### config.mk
export PLATFORM = sky130hd
export DESIGN_NAME = serial_adder_ctrl
export DESIGN_NICKNAME = d
export VERILOG_FILES = /design/src/rtl/serial_adder_ctrl.sv
export SDC_FILE = /design/constraint.sdc
export NUM_CORES = 1
export LEC_CHECK = 0
export CORE_ASPECT_RATIO = 1.2
export CORE_MARGIN = 2
export CORE_UTILIZATION = 41
export CTS_CLUSTER_DIAMETER = 100
export DETAILED_ROUTE_END_ITERATION = 8
export HOLD_SLACK_MARGIN = 0.1
export PLACE_DENSITY = 0.65
export REMOVE_ABC_BUFFERS = 1
export SLEW_MARGIN = 30
export SYNTH_ARGS = -nofsm -noshare
export SYNTH_HDL_FRONTEND = slang
export SYNTH_SLANG_ARGS = --single-unit
### constraint.sdc
create_clock -name clk -period 2.1 [get_ports clk]
set_clock_uncertainty 0.05 [all_clocks]
set_input_delay 0.21 -clock clk [delete_from_list [all_inputs] [get_ports clk]]
set_output_delay 0.21 -clock clk [all_outputs]
set_load 0.02 [all_outputs]
### src/rtl/serial_adder_ctrl.sv
// serial_adder_ctrl: bit-serial add/subtract sequencer, LSB first, one bit per clock
module serial_adder_ctrl #(
    parameter int WIDTH = 8,
    parameter int CNT_W = $clog2(WIDTH)
) (
    input  logic             clk,
    input  logic             rst_n,
    input  logic             in_valid,
    output logic             in_ready,
    input  logic [WIDTH-1:0] a,
    input  logic [WIDTH-1:0] b,
    input  logic             sub,
    output logic             out_valid,
    input  logic             out_ready,
    output logic [WIDTH-1:0] sum,
    output logic             cout,
    output logic             busy
);
    typedef enum logic [1:0] {IDLE, RUN, DONE} state_t;
    state_t           state;
    logic [WIDTH-1:0] sh_a, sh_b;
    logic [CNT_W-1:0] cnt;
    logic             carry, p, g, s, c_next;
    // one full-adder cell built from two half adders and a carry OR
    always_comb begin
        p      = sh_a[0] ^ sh_b[0];
        g      = sh_a[0] & sh_b[0];
        s      = p ^ carry;
        c_next = g | (p & carry);
    end
    always_ff @(posedge clk or negedge rst_n) begin
        if (!rst_n) begin
            state     <= IDLE;
            in_ready  <= 1'b1;
            out_valid <= 1'b0;
            busy      <= 1'b0;
            sum       <= '0;
            cout      <= 1'b0;
            cnt       <= '0;
            carry     <= 1'b0;
            sh_a      <= '0;
            sh_b      <= '0;
        end else begin
            case (state)
                IDLE: if (in_valid) begin
                    sh_a     <= a;
                    sh_b     <= sub ? ~b : b;
                    carry    <= sub;
                    cnt      <= '0;
                    in_ready <= 1'b0;
                    busy     <= 1'b1;
                    state    <= RUN;
                end
                RUN: begin
                    sum   <= {s, sum[WIDTH-1:1]};
                    sh_a  <= {1'b0, sh_a[WIDTH-1:1]};
                    sh_b  <= {1'b0, sh_b[WIDTH-1:1]};
                    carry <= c_next;
                    cnt   <= cnt + CNT_W'(1);
                    if (cnt == CNT_W'(WIDTH - 1)) begin
                        cout      <= c_next;
                        busy      <= 1'b0;
                        out_valid <= 1'b1;
                        state     <= DONE;
                    end
                end
                DONE: if (out_ready) begin
                    out_valid <= 1'b0;
                    in_ready  <= 1'b1;
                    state     <= IDLE;
                end
                default: state <= IDLE;
            endcase
        end
    end
endmodule
* Yosys cells after proc, flatten, opt, wreduce, memory -nomap -nowiden
Index checks and enable logic that the tools add are counted.
Word-level totals: register bits 34, output and inout bits 12, logic and storage cells 55
Cells by class: $add $sub $neg 1, equal/unequal tests 6, muxes and demuxes 22, bitwise gates (word level) 6, reduce and logical (&&, ||, !) cells 10
Operators by type and width (count):
- $pmux 8 s2 | 2
- $mux 8 | 3
- $reduce_and 3->1 | 4
- $not 8->8 | 1
- $pmux 1 s2 | 4
- $mux 1 | 7
- $mux 2 | 3
- $ne 2x2->1 const B | 3
- $pmux 2 s3 | 1
- $pmux 3 s2 | 1
- $reduce_bool 2->1 | 3
- $reduce_and 2->1 | 2
- $add 3x1->3 const B | 1
- $eq 3x3->1 const B | 1
- $mux 3 | 1
- $and 1x1->1 | 2
- $eq 2x1->1 const B | 1
- $eq 2x2->1 const B | 1
- $logic_not 2->1 | 1
- $xor 1x1->1 | 2
- $or 1x1->1 | 1

* Depth between registers and ports, before layout
Gate-level depths: netlist (run 1).
word-level depth 4, depth in mapped cells 6

* Worst setup path after synthesis (run 1)
Ideal clock, no wire load.
path type reg-to-reg, start register state[0], end register sum[0], library setup time 0.125 ns, arrival 1.156 ns, required time 1.925 ns, path slack 0.769 ns, cell stages (with the launch flop) 6, cells stage by stage dfrtp_1 -> buf_6 -> nor2b_4 -> buf_6 -> buf_12 -> mux2_4
Between the ends: longest elaborated chain between the ends 1
RTL lines:
- start, declared | RTL line 20 | state_t state;
- start signal, assigned | RTL line 33 | state <= IDLE;
- start signal, assigned | RTL line 52 | state <= RUN;
- start signal, assigned | RTL line 64 | state <= DONE;
- $eq 2x1->1 | RTL line 44 | case (state)
- end signal, assigned | RTL line 55 | sum <= {s, sum[WIDTH-1:1]};
- end, declared | RTL line 15 | output logic [WIDTH-1:0] sum,
Every way passes these cells. A chain may end at the register's enable or synchronous reset.

* Final worst setup path (run 1)
start register state[0], end register sum[1]
Same word-level chain as after synthesis.

==> results of run 1 <==
report_power, final:
group,internal (W),switching (W)
sequential,0.000943,0.000190
clock,0.000506,0.000237
combinational,0.000641,0.000575
total,0.00209,0.00100
how the worst min path moves through the flow:
stage / start / end / slack (ns)
final: rst_n / sh_a[4]$_DFFE_PN0P_ / 0.29
after global routing: rst_n / sh_a[4]$_DFFE_PN0P_ / 0.34
after CTS: rst_n / sh_a[4]$_DFFE_PN0P_ / 0.30
after detailed placement: sh_b[7]$_DFFE_PN0P_ / sh_b[7]$_DFFE_PN0P_ / 0.43
after global placement: sh_a[3]$_DFFE_PN0P_ / sh_a[3]$_DFFE_PN0P_ / 0.42
after floorplan: rst_n / busy$_DFFE_PN0P_ / -0.14
area by class of cell:
type | count | share of cell area
Clock inverter | 2 | 0.0285
Sequential cell | 34 | 0.404
Clock buffer | 6 | 0.0392
Inverter | 5 | 0.00890
Multi-Input combinational cell | 89 | 0.315
Tap cell | 52 | 0.0309
Timing Repair Buffer | 38 | 0.173
synth_stat cells:
library cell	count	area, sq um
o21ai_0	5	25.0
a221o_1	1	10.0
xnor2_1	1	8.76
o21ai_1	8	40.0
o21bai_1	1	7.51
a32oi_1	1	8.76
o31ai_1	2	15.0
a22o_1	2	17.5
nor2_1	2	7.51
dfstp_2	1	26.3
nand2_1	17	63.8
buf_12	1	20.0
nand2_2	1	6.26
a32o_1	1	10.0
buf_6	3	33.8
inv_1	5	18.8
fa_1	1	20.0
mux2i_1	8	80.1
ha_1	2	25.0
xor2_1	7	61.3
a222oi_1	1	10.0
dfrtp_1	33	826
nor2b_4	1	13.8
nor3b_2	1	12.5
nor2b_1	2	12.5
buf_2	4	20.0
mux2_2	9	101
mux2_4	1	15.0
a21oi_1	5	25.0
a22oi_1	9	67.6
sequential cells by signal, indices dropped and copies added, names as in the netlist:
name and cells:
sh_a 8, sh_b 8, sum 8, cnt 3, state 2, busy 1
carry 1, cout 1, in_ready 1, out_valid 1
per-stage QoR:
| step | cell area, sq um | setup WS [ns] | utilization | cells | total power, W |
|---|---|---|---|---|---|
| after global routing | 2110 | 0.225 | 0.571 | 226 | 0.00332 |
| after global placement | 1970 | 0.417 | 0.532 | 218 | 0.00234 |
| after floorplan | 1540 | 0.341 | - | 128 | 0.00190 |
| after detailed placement | 1970 | 0.366 | 0.532 | 218 | 0.00239 |
| after CTS | 2110 | 0.361 | 0.571 | 226 | 0.00314 |
| final | 2110 | 0.358 | 0.571 | 226 | 0.00309 |
cells by family (layout without fill, tap and decap cells):
logic type                 Yosys count  after routing
AOI/OAI and AO/OA                   36             36
xor gates and xnor gates             8              8
adders and majority gates            3              3
buffers and inverters               13             51
DFF                                 34             34
muxes                               18             18
and+or+nand+nor                     24             24
per-layer routing:
layer  GRT usage  up-vias  share of wire  wire, um
li1            -      556              -         -
met4      0.0652        0          0.020        59
met5           0        -              0         0
met1       0.193      560           0.43      1280
met2       0.265       32           0.50      1500
met3      0.0532        6          0.055       164
==> impl_metrics.tcl, run 1 <==
set metrics [dict create \
    grt_max_degree 35 \
    rsz0062_at_grt "no" \
    critPathArrivalTime_ns 1.87 \
    status "completed" \
    core_area_sq_um 3690 \
    p_per_area_nw_per_um2 1470 \
    max_cap_viol_count 0 \
    clkTransAtPathRegs_ns 0.07 \
    grt_overflow 0 \
    synth_top_family_by_area "compound AO/OA/AOI/OAI gates" \
    ff_latch_area_sq_um 852 \
    slew_violations 0 \
    vdd_drop_max_uv 772 \
    synth_seq_cells 34 \
    synth-xor-area-share 0.0435 \
    worst_slew_pin_slew_ns 0.648 \
    cp_data_required_time_ns 2.22 \
    numCtsBuffers 5 \
    cts_tree "done" \
    final-setup-viol-count 0 \
    post-cts-setup-buffers 0 \
    r2r.worst_path.cells 2 \
    fill_cells 336 \
    wl_per_cell_um 13.3 \
    root_buffer "clkbuf_8" \
    crit_path_max_fanout 22 \
    synth.area.mux_share 0.122 \
    grt_use_total 0.162 \
    die_w_um 61.2 \
    yosys.area_share.simple 0.0723 \
    final_hold_viol_count 0 \
    fmax_mhz 574 \
    startpoint_type "register" \
    grt_pass1_vias 1194 \
    fin_hold_ws_ns 0.289 \
    remaining_drc_errors 0 \
    num_rows 24 \
    cts_hold_buf 0 \
    area_growth_pct 31.0 \
    critPathSlowestCell "nor2b_4" \
    fin_crit_sh 0.830 \
    slew_headroom 0.567 \
    postRouteWirelength_um 3000 \
    dr.first_iter.drc_count 112 \
    gp_congestion 0.721 \
    synth-compound-area-share 0.147 \
    netlist_instances 136 \
    dp_hpwl_um 2160 \
    worstHoldPathType "in2async" \
    die_area_sq_um 4440 \
    cp.buffers_inverters 0 \
    ant_nets 0 \
    cp-startpoint "state[0]$_DFFE_PN0P_" \
    grt_pass1_wl_um 5330 \
    worstSkewPairLatency_ns 0.29 \
    finalSetupTns_ns 0 \
    crit-reg2reg-launch "state[0]$_DFFE_PN0P_" \
    initial_core_util 0.436 \
    drtPass1Iterations 4 \
    yosysSeqAreaShare 0.530 \
    path_depth 2 \
    final_common_cell "dfrtp_1" \
    period_needed_ns 1.74 \
    synth.avg_cell_area_sq_um 11.8 \
    clkSinkCount 34 \
    antenna_cells 0 \
    cts_max_path_buffers 2 \
    pin_count 33 \
    crit_family "simple AND/OR/NAND/NOR gates" \
    avgViaCountPerCell 5.11 \
    fin_nets 197 \
    vias 1154 \
    regToRegEndpoint "sum[1]$_DFFE_PN0P_" \
    mostFrequentLayoutCells "dfrtp_1 (33), clkdlybuf4s50_1 (32), nand2_1 (17)" \
    crit_end "sum[1]$_DFFE_PN0P_" \
    antenna_found_initial 0 \
    dieHeight_um 72.6 \
    io_buffer_count 32 \
    leakage_nw 0.964 \
    ctsResizeCount 0 \
    synthAdderAreaFrac 0.0280 \
    htree_levels 2 \
    worstSetupPathType "reg2reg" \
    yosysWarnings 0 \
    timing.reg2reg.setup_slack_ns 0.36 \
    yosysUniqueCellTypes 30 \
    cp-end-kind "register" \
    layout-drive-gt1-share 0.161 \
    synth.cell_area_sq_um 1610 \
    slowest_delay_ns 0.63 \
    crit_chain "nor2b_4 > mux2_2" \
    multiInputGateArea_sq_um 664 \
]
(Power assumes the default switching activity.)
==> inputs of run 2 (changes only) <==
- PLACE_DENSITY: 0.65 -> 0.68
- clock period: 2.1 -> 1.55 ns (I/O delays scaled with it)
==> impl_metrics.tcl, run 2 (synthesis results as in run 1) <==
set metrics [dict create \
    htree_levels 2 \
    wl_per_cell_um 13.2 \
    root_buffer "clkbuf_8" \
    slew_violations 0 \
    area_growth_pct 31.3 \
    dieHeight_um 72.6 \
    combPwrFrac 0.440 \
    pwr-share-seq 0.391 \
    mostFrequentLayoutCells "dfrtp_1 (33), clkdlybuf4s50_1 (31), nand2_1 (17)" \
    p_per_area_nw_per_um2 1870 \
    status "completed" \
    layout-drive-gt1-share 0.175 \
    cts_max_path_buffers 2 \
    grt_pass1_wl_um 5310 \
    slew_headroom 0.722 \
    cp-end-kind "primary output" \
    worstHoldPathType "in2async" \
    dr.first_iter.drc_count 51 \
    clkTransAtPathRegs_ns 0.07 \
    finalSetupTns_ns 0 \
    clkSinkCount 34 \
    crit-reg2reg-launch "cnt[0]$_DFFE_PN0P_" \
    crit_family "buffers and inverters" \
    final_hold_viol_count 0 \
    r2r.worst_path.cells 4 \
    ant_nets 0 \
    worstSetupPathType "reg2out" \
    p_sw_w 0.00138 \
    final_common_cell "dfrtp_1" \
    internal_power_w 0.00258 \
    core_area_sq_um 3690 \
    vdd_drop_max_uv 840 \
    pin_count 33 \
    vias 1158 \
    num_rows 24 \
    remaining_drc_errors 0 \
    io_buffer_count 32 \
    fmax_mhz 681 \
    grt_overflow 0 \
    rsz0062_at_grt "no" \
    cp.buffers_inverters 1 \
    post-cts-setup-buffers 0 \
    switching_share 0.348 \
    critPathSlowestCell "clkdlybuf4s50_1" \
    fin_nets 200 \
    leakage_nw 0.969 \
    grt_use_total 0.160 \
    die_area_sq_um 4440 \
    gp_congestion 0.763 \
    startpoint_type "register" \
    final-setup-viol-count 0 \
    timing.reg2reg.setup_slack_ns 0.16 \
    period_needed_ns 1.47 \
    fin_crit_sh 0.948 \
    cp_data_required_time_ns 1.34 \
    dp_hpwl_um 2230 \
    cts_tree "done" \
    reg.largest.list "sh_a (8), sh_b (8), sum (8)" \
    crit_chain "clkdlybuf4s50_1" \
    regToRegEndpoint "cout$_DFFE_PN0P_" \
    power.share.clock 0.168 \
    critPathArrivalTime_ns 1.26 \
    crit_path_max_fanout 3 \
    finish.utilization 0.572 \
    avgViaCountPerCell 5.06 \
    antenna_found_initial 0 \
    worst_slew_pin_slew_ns 0.418 \
    initial_core_util 0.436 \
    grt_pass1_vias 1212 \
    die_w_um 61.2 \
    drtPass1Iterations 4 \
    postRouteWirelength_um 3030 \
    numCtsBuffers 5 \
    worstSkewPairLatency_ns 0.28 \
    slowest_delay_ns 0.61 \
    grt_max_degree 35 \
    antenna_cells 0 \
    max_cap_viol_count 0 \
]
run 2: worst max path at each step:
stage,start,endpoint,slack (ns),depth (start not counted)
after global routing,sum[7]$_DFFE_PN0P_,sum[7],0.02,1
final,sum[7]$_DFFE_PN0P_,sum[7],0.08,1
after CTS,sum[7]$_DFFE_PN0P_,sum[7],0.06,1
after detailed placement,in_valid,sh_b[4]$_DFFE_PN0P_,-0.01,4
after floorplan,state[0]$_DFFE_PN0P_,sh_b[1]$_DFFE_PN0P_,-0.21,3
after global placement,in_valid,sh_b[4]$_DFFE_PN0P_,0.04,4
run 2: metrics by stage:
stage | hold WS [ns] | instance area (sq um) | power (W) | worst slack (ns) | std cells
floorplan | -0.191 | 1540 | 0.00257 | -0.209 | 128
global placement | 0.416 | 2010 | 0.00326 | 0.0441 | 221
detailed placement | 0.424 | 2010 | 0.00333 | -0.0113 | 221
CTS | 0.248 | 2110 | 0.00401 | 0.0622 | 229
global route | 0.263 | 2110 | 0.00427 | 0.0219 | 229
finish | 0.233 | 2110 | 0.00396 | 0.0812 | 229
run 2: what timing repair did:
action,CTS,global route
hold buffers,0,0
gates resized for setup,1,1
pin swaps,0,0
setup endpoints to repair,1,1
run 2: area by class of cell:
class	instances	area [sq um]
Clock buffer	6	82.6
Inverter	5	18.8
Fill cell	332	1580
Timing Repair Buffer	41	412
Clock inverter	2	12.5
Multi-Input combinational cell	89	671
Tap cell	52	65.1
Sequential cell	34	852
run 2: power by group through the flow:
stage | registers, W | clock network, W | logic (W)
final | 0.00155 | 0.000666 | 0.00174
after global routing | 0.00161 | 0.000741 | 0.00193
after CTS | 0.00155 | 0.000695 | 0.00176
after detailed placement | 0.00156 | 0 | 0.00176
after global placement | 0.00154 | 0 | 0.00171
after floorplan | 0.00169 | 0 | 0.000882
run 2: per-layer routing:
layer | global-route usage | vias to the layer above | routed length [um]
met3 | 0.0337 | 7 | 116
li1 | - | 562 | -
met2 | 0.253 | 22 | 1580
met1 | 0.202 | 567 | 1260
met4 | 0.0870 | 0 | 67
met5 | 0 | - | 0
==> inputs of run 3 (changes only) <==
- PLACE_DENSITY: 0.68 -> 0.65
- RECOVER_POWER: unset -> 50
- clock period: 1.55 -> 1.8 ns (I/O delays scaled with it)
==> impl_metrics.tcl, run 3 (synthesis results as in run 1) <==
set metrics [dict create \
    status "completed" \
    worst_slew_pin_slew_ns 0.842 \
    numCtsBuffers 5 \
    core_area_sq_um 3690 \
    slew_violations 0 \
    antenna_found_initial 0 \
    fill_cells 329 \
    mostFrequentLayoutCells "dfrtp_1 (33), clkdlybuf4s50_1 (31), nand2_1 (17)" \
    rsz0062_at_grt "no" \
    grt_max_degree 35 \
    avgViaCountPerCell 5.02 \
    critPathSlowestCell "clkdlybuf4s50_1" \
    vias 1140 \
    cp-end-kind "primary output" \
    cp.buffers_inverters 1 \
    critPathArrivalTime_ns 1.41 \
    final_common_cell "dfrtp_1" \
    gr-usage-met1 0.187 \
    grtUsageMet3 0.0532 \
    grt_use_total 0.159 \
    dp_hpwl_um 2220 \
    grt_overflow 0 \
    final-setup-viol-count 0 \
    area_growth_pct 28.1 \
    slowest_delay_ns 0.60 \
    layout-drive-gt1-share 0.154 \
    finalSetupTns_ns 0 \
    dieHeight_um 72.6 \
    max_cap_viol_count 0 \
    fin_crit_sh 0.911 \
    clkSinkCount 34 \
    cts_hold_buf 0 \
    met2_usage 0.270 \
    die_area_sq_um 4440 \
    gp_congestion 0.761 \
    io_buffer_count 32 \
    fmax_mhz 610 \
    die_w_um 61.2 \
    grt_pass1_wl_um 5250 \
    ant_nets 0 \
    worstSkewPairLatency_ns 0.28 \
    htree_levels 2 \
    drtPass1Iterations 4 \
    dr.first_iter.drc_count 54 \
    crit_chain "clkdlybuf4s50_1" \
    post-cts-setup-buffers 0 \
    slew_headroom 0.439 \
    crit_family "buffers and inverters" \
    pin_count 33 \
    postRouteWirelength_um 3010 \
    antenna_cells 0 \
    ctsResizeCount 0 \
    initial_core_util 0.436 \
    cts_tree "done" \
    worstSetupPathType "reg2out" \
    crit_path_max_fanout 3 \
    dp_cells 220 \
    reg.largest.list "sh_a (8), sh_b (8), sum (8)" \
    remaining_drc_errors 0 \
    final_hold_viol_count 0 \
    fin_nets 199 \
    clkTransAtPathRegs_ns 0.06 \
    num_rows 24 \
    top_usage_layer "met2" \
    period_needed_ns 1.64 \
    worstHoldPathType "reg2reg" \
    wl_per_cell_um 13.3 \
    p_per_area_nw_per_um2 1590 \
    cts_max_path_buffers 2 \
    leakage_nw 0.944 \
    root_buffer "clkbuf_8" \
    grt_pass1_vias 1179 \
    vdd_drop_max_uv 881 \
    instances_no_fill 227 \
    startpoint_type "register" \
    cp_data_required_time_ns 1.57 \
]
-- run 3: cell count changes in the layout (fill, tap and decap cells not counted) --
cell           before  now
buf_4               7    4
clkinv_2            1    2
nor3b_2             0    1
clkbuf_1            0    2
dlygate4sd3_1       0    1
buf_12              2    1
clkinvlp_4          1    0
clkbuf_2            0    1
nor3b_4             1    0
dlygate4sd2_1       1    0
clkbuf_8            6    5
-- run 3: cell type report --
cell class	instances	area, sq um	share of cell area
clock inverter	2	10.0	0.00485
tap	52	65.1	0.0316
sequential	34	852	0.413
timing repair buffer	40	383	0.186
multi-input combinational	89	664	0.322
inverter	5	18.8	0.00910
clock buffer	5	68.8	0.0334
-- run 3: report_power, final --
part	leakage [nW]	internal [W]	switching, W	total [W]
clock network	0.0438	0.000259	0.000254	0.000513
registers	0.421	0.00110	0.000210	0.00131
logic	0.479	0.000770	0.000692	0.00146
total	0.944	0.00213	0.00116	0.00329
-- run 3: routing by layer --
metal | part of all wire | vias to the layer above
li1 | - | 552
met1 | 0.42 | 558
met2 | 0.53 | 25
met3 | 0.041 | 5
met4 | 0.013 | 0
met5 | 0 | -
-- run 3: metrics by stage --
step	hold slack, ns	total power [W]	utilization	worst slack (ns)	area, sq um
floorplan	-0.166	0.00222	-	0.0414	1540
global placement	0.414	0.00277	0.540	0.263	1990
detailed placement	0.418	0.00283	0.540	0.225	1990
CTS	0.261	0.00335	0.561	0.144	2070
global route	0.475	0.00355	0.558	0.0952	2060
finish	0.438	0.00329	0.558	0.160	2060
-- run 3: final timing paths --
check                                startpoint                   to  slack, ns  cells past startpoint
max                        in_ready$_DFFE_PN1P_             in_ready       0.16                      1
max reg2reg                state[0]$_DFFE_PN0P_   cnt[0]$_DFFE_PN0P_       0.23                      4
max in group asynchronous                 rst_n  sh_b[2]$_DFFE_PN0P_       0.69                      2
min                         sh_a[1]$_DFFE_PN0P_  sh_a[1]$_DFFE_PN0P_       0.44                      2
min in group asynchronous                 rst_n  sh_a[3]$_DFFE_PN0P_       0.48                      2
min reg2reg                 sh_a[1]$_DFFE_PN0P_  sh_a[1]$_DFFE_PN0P_       0.44                      2
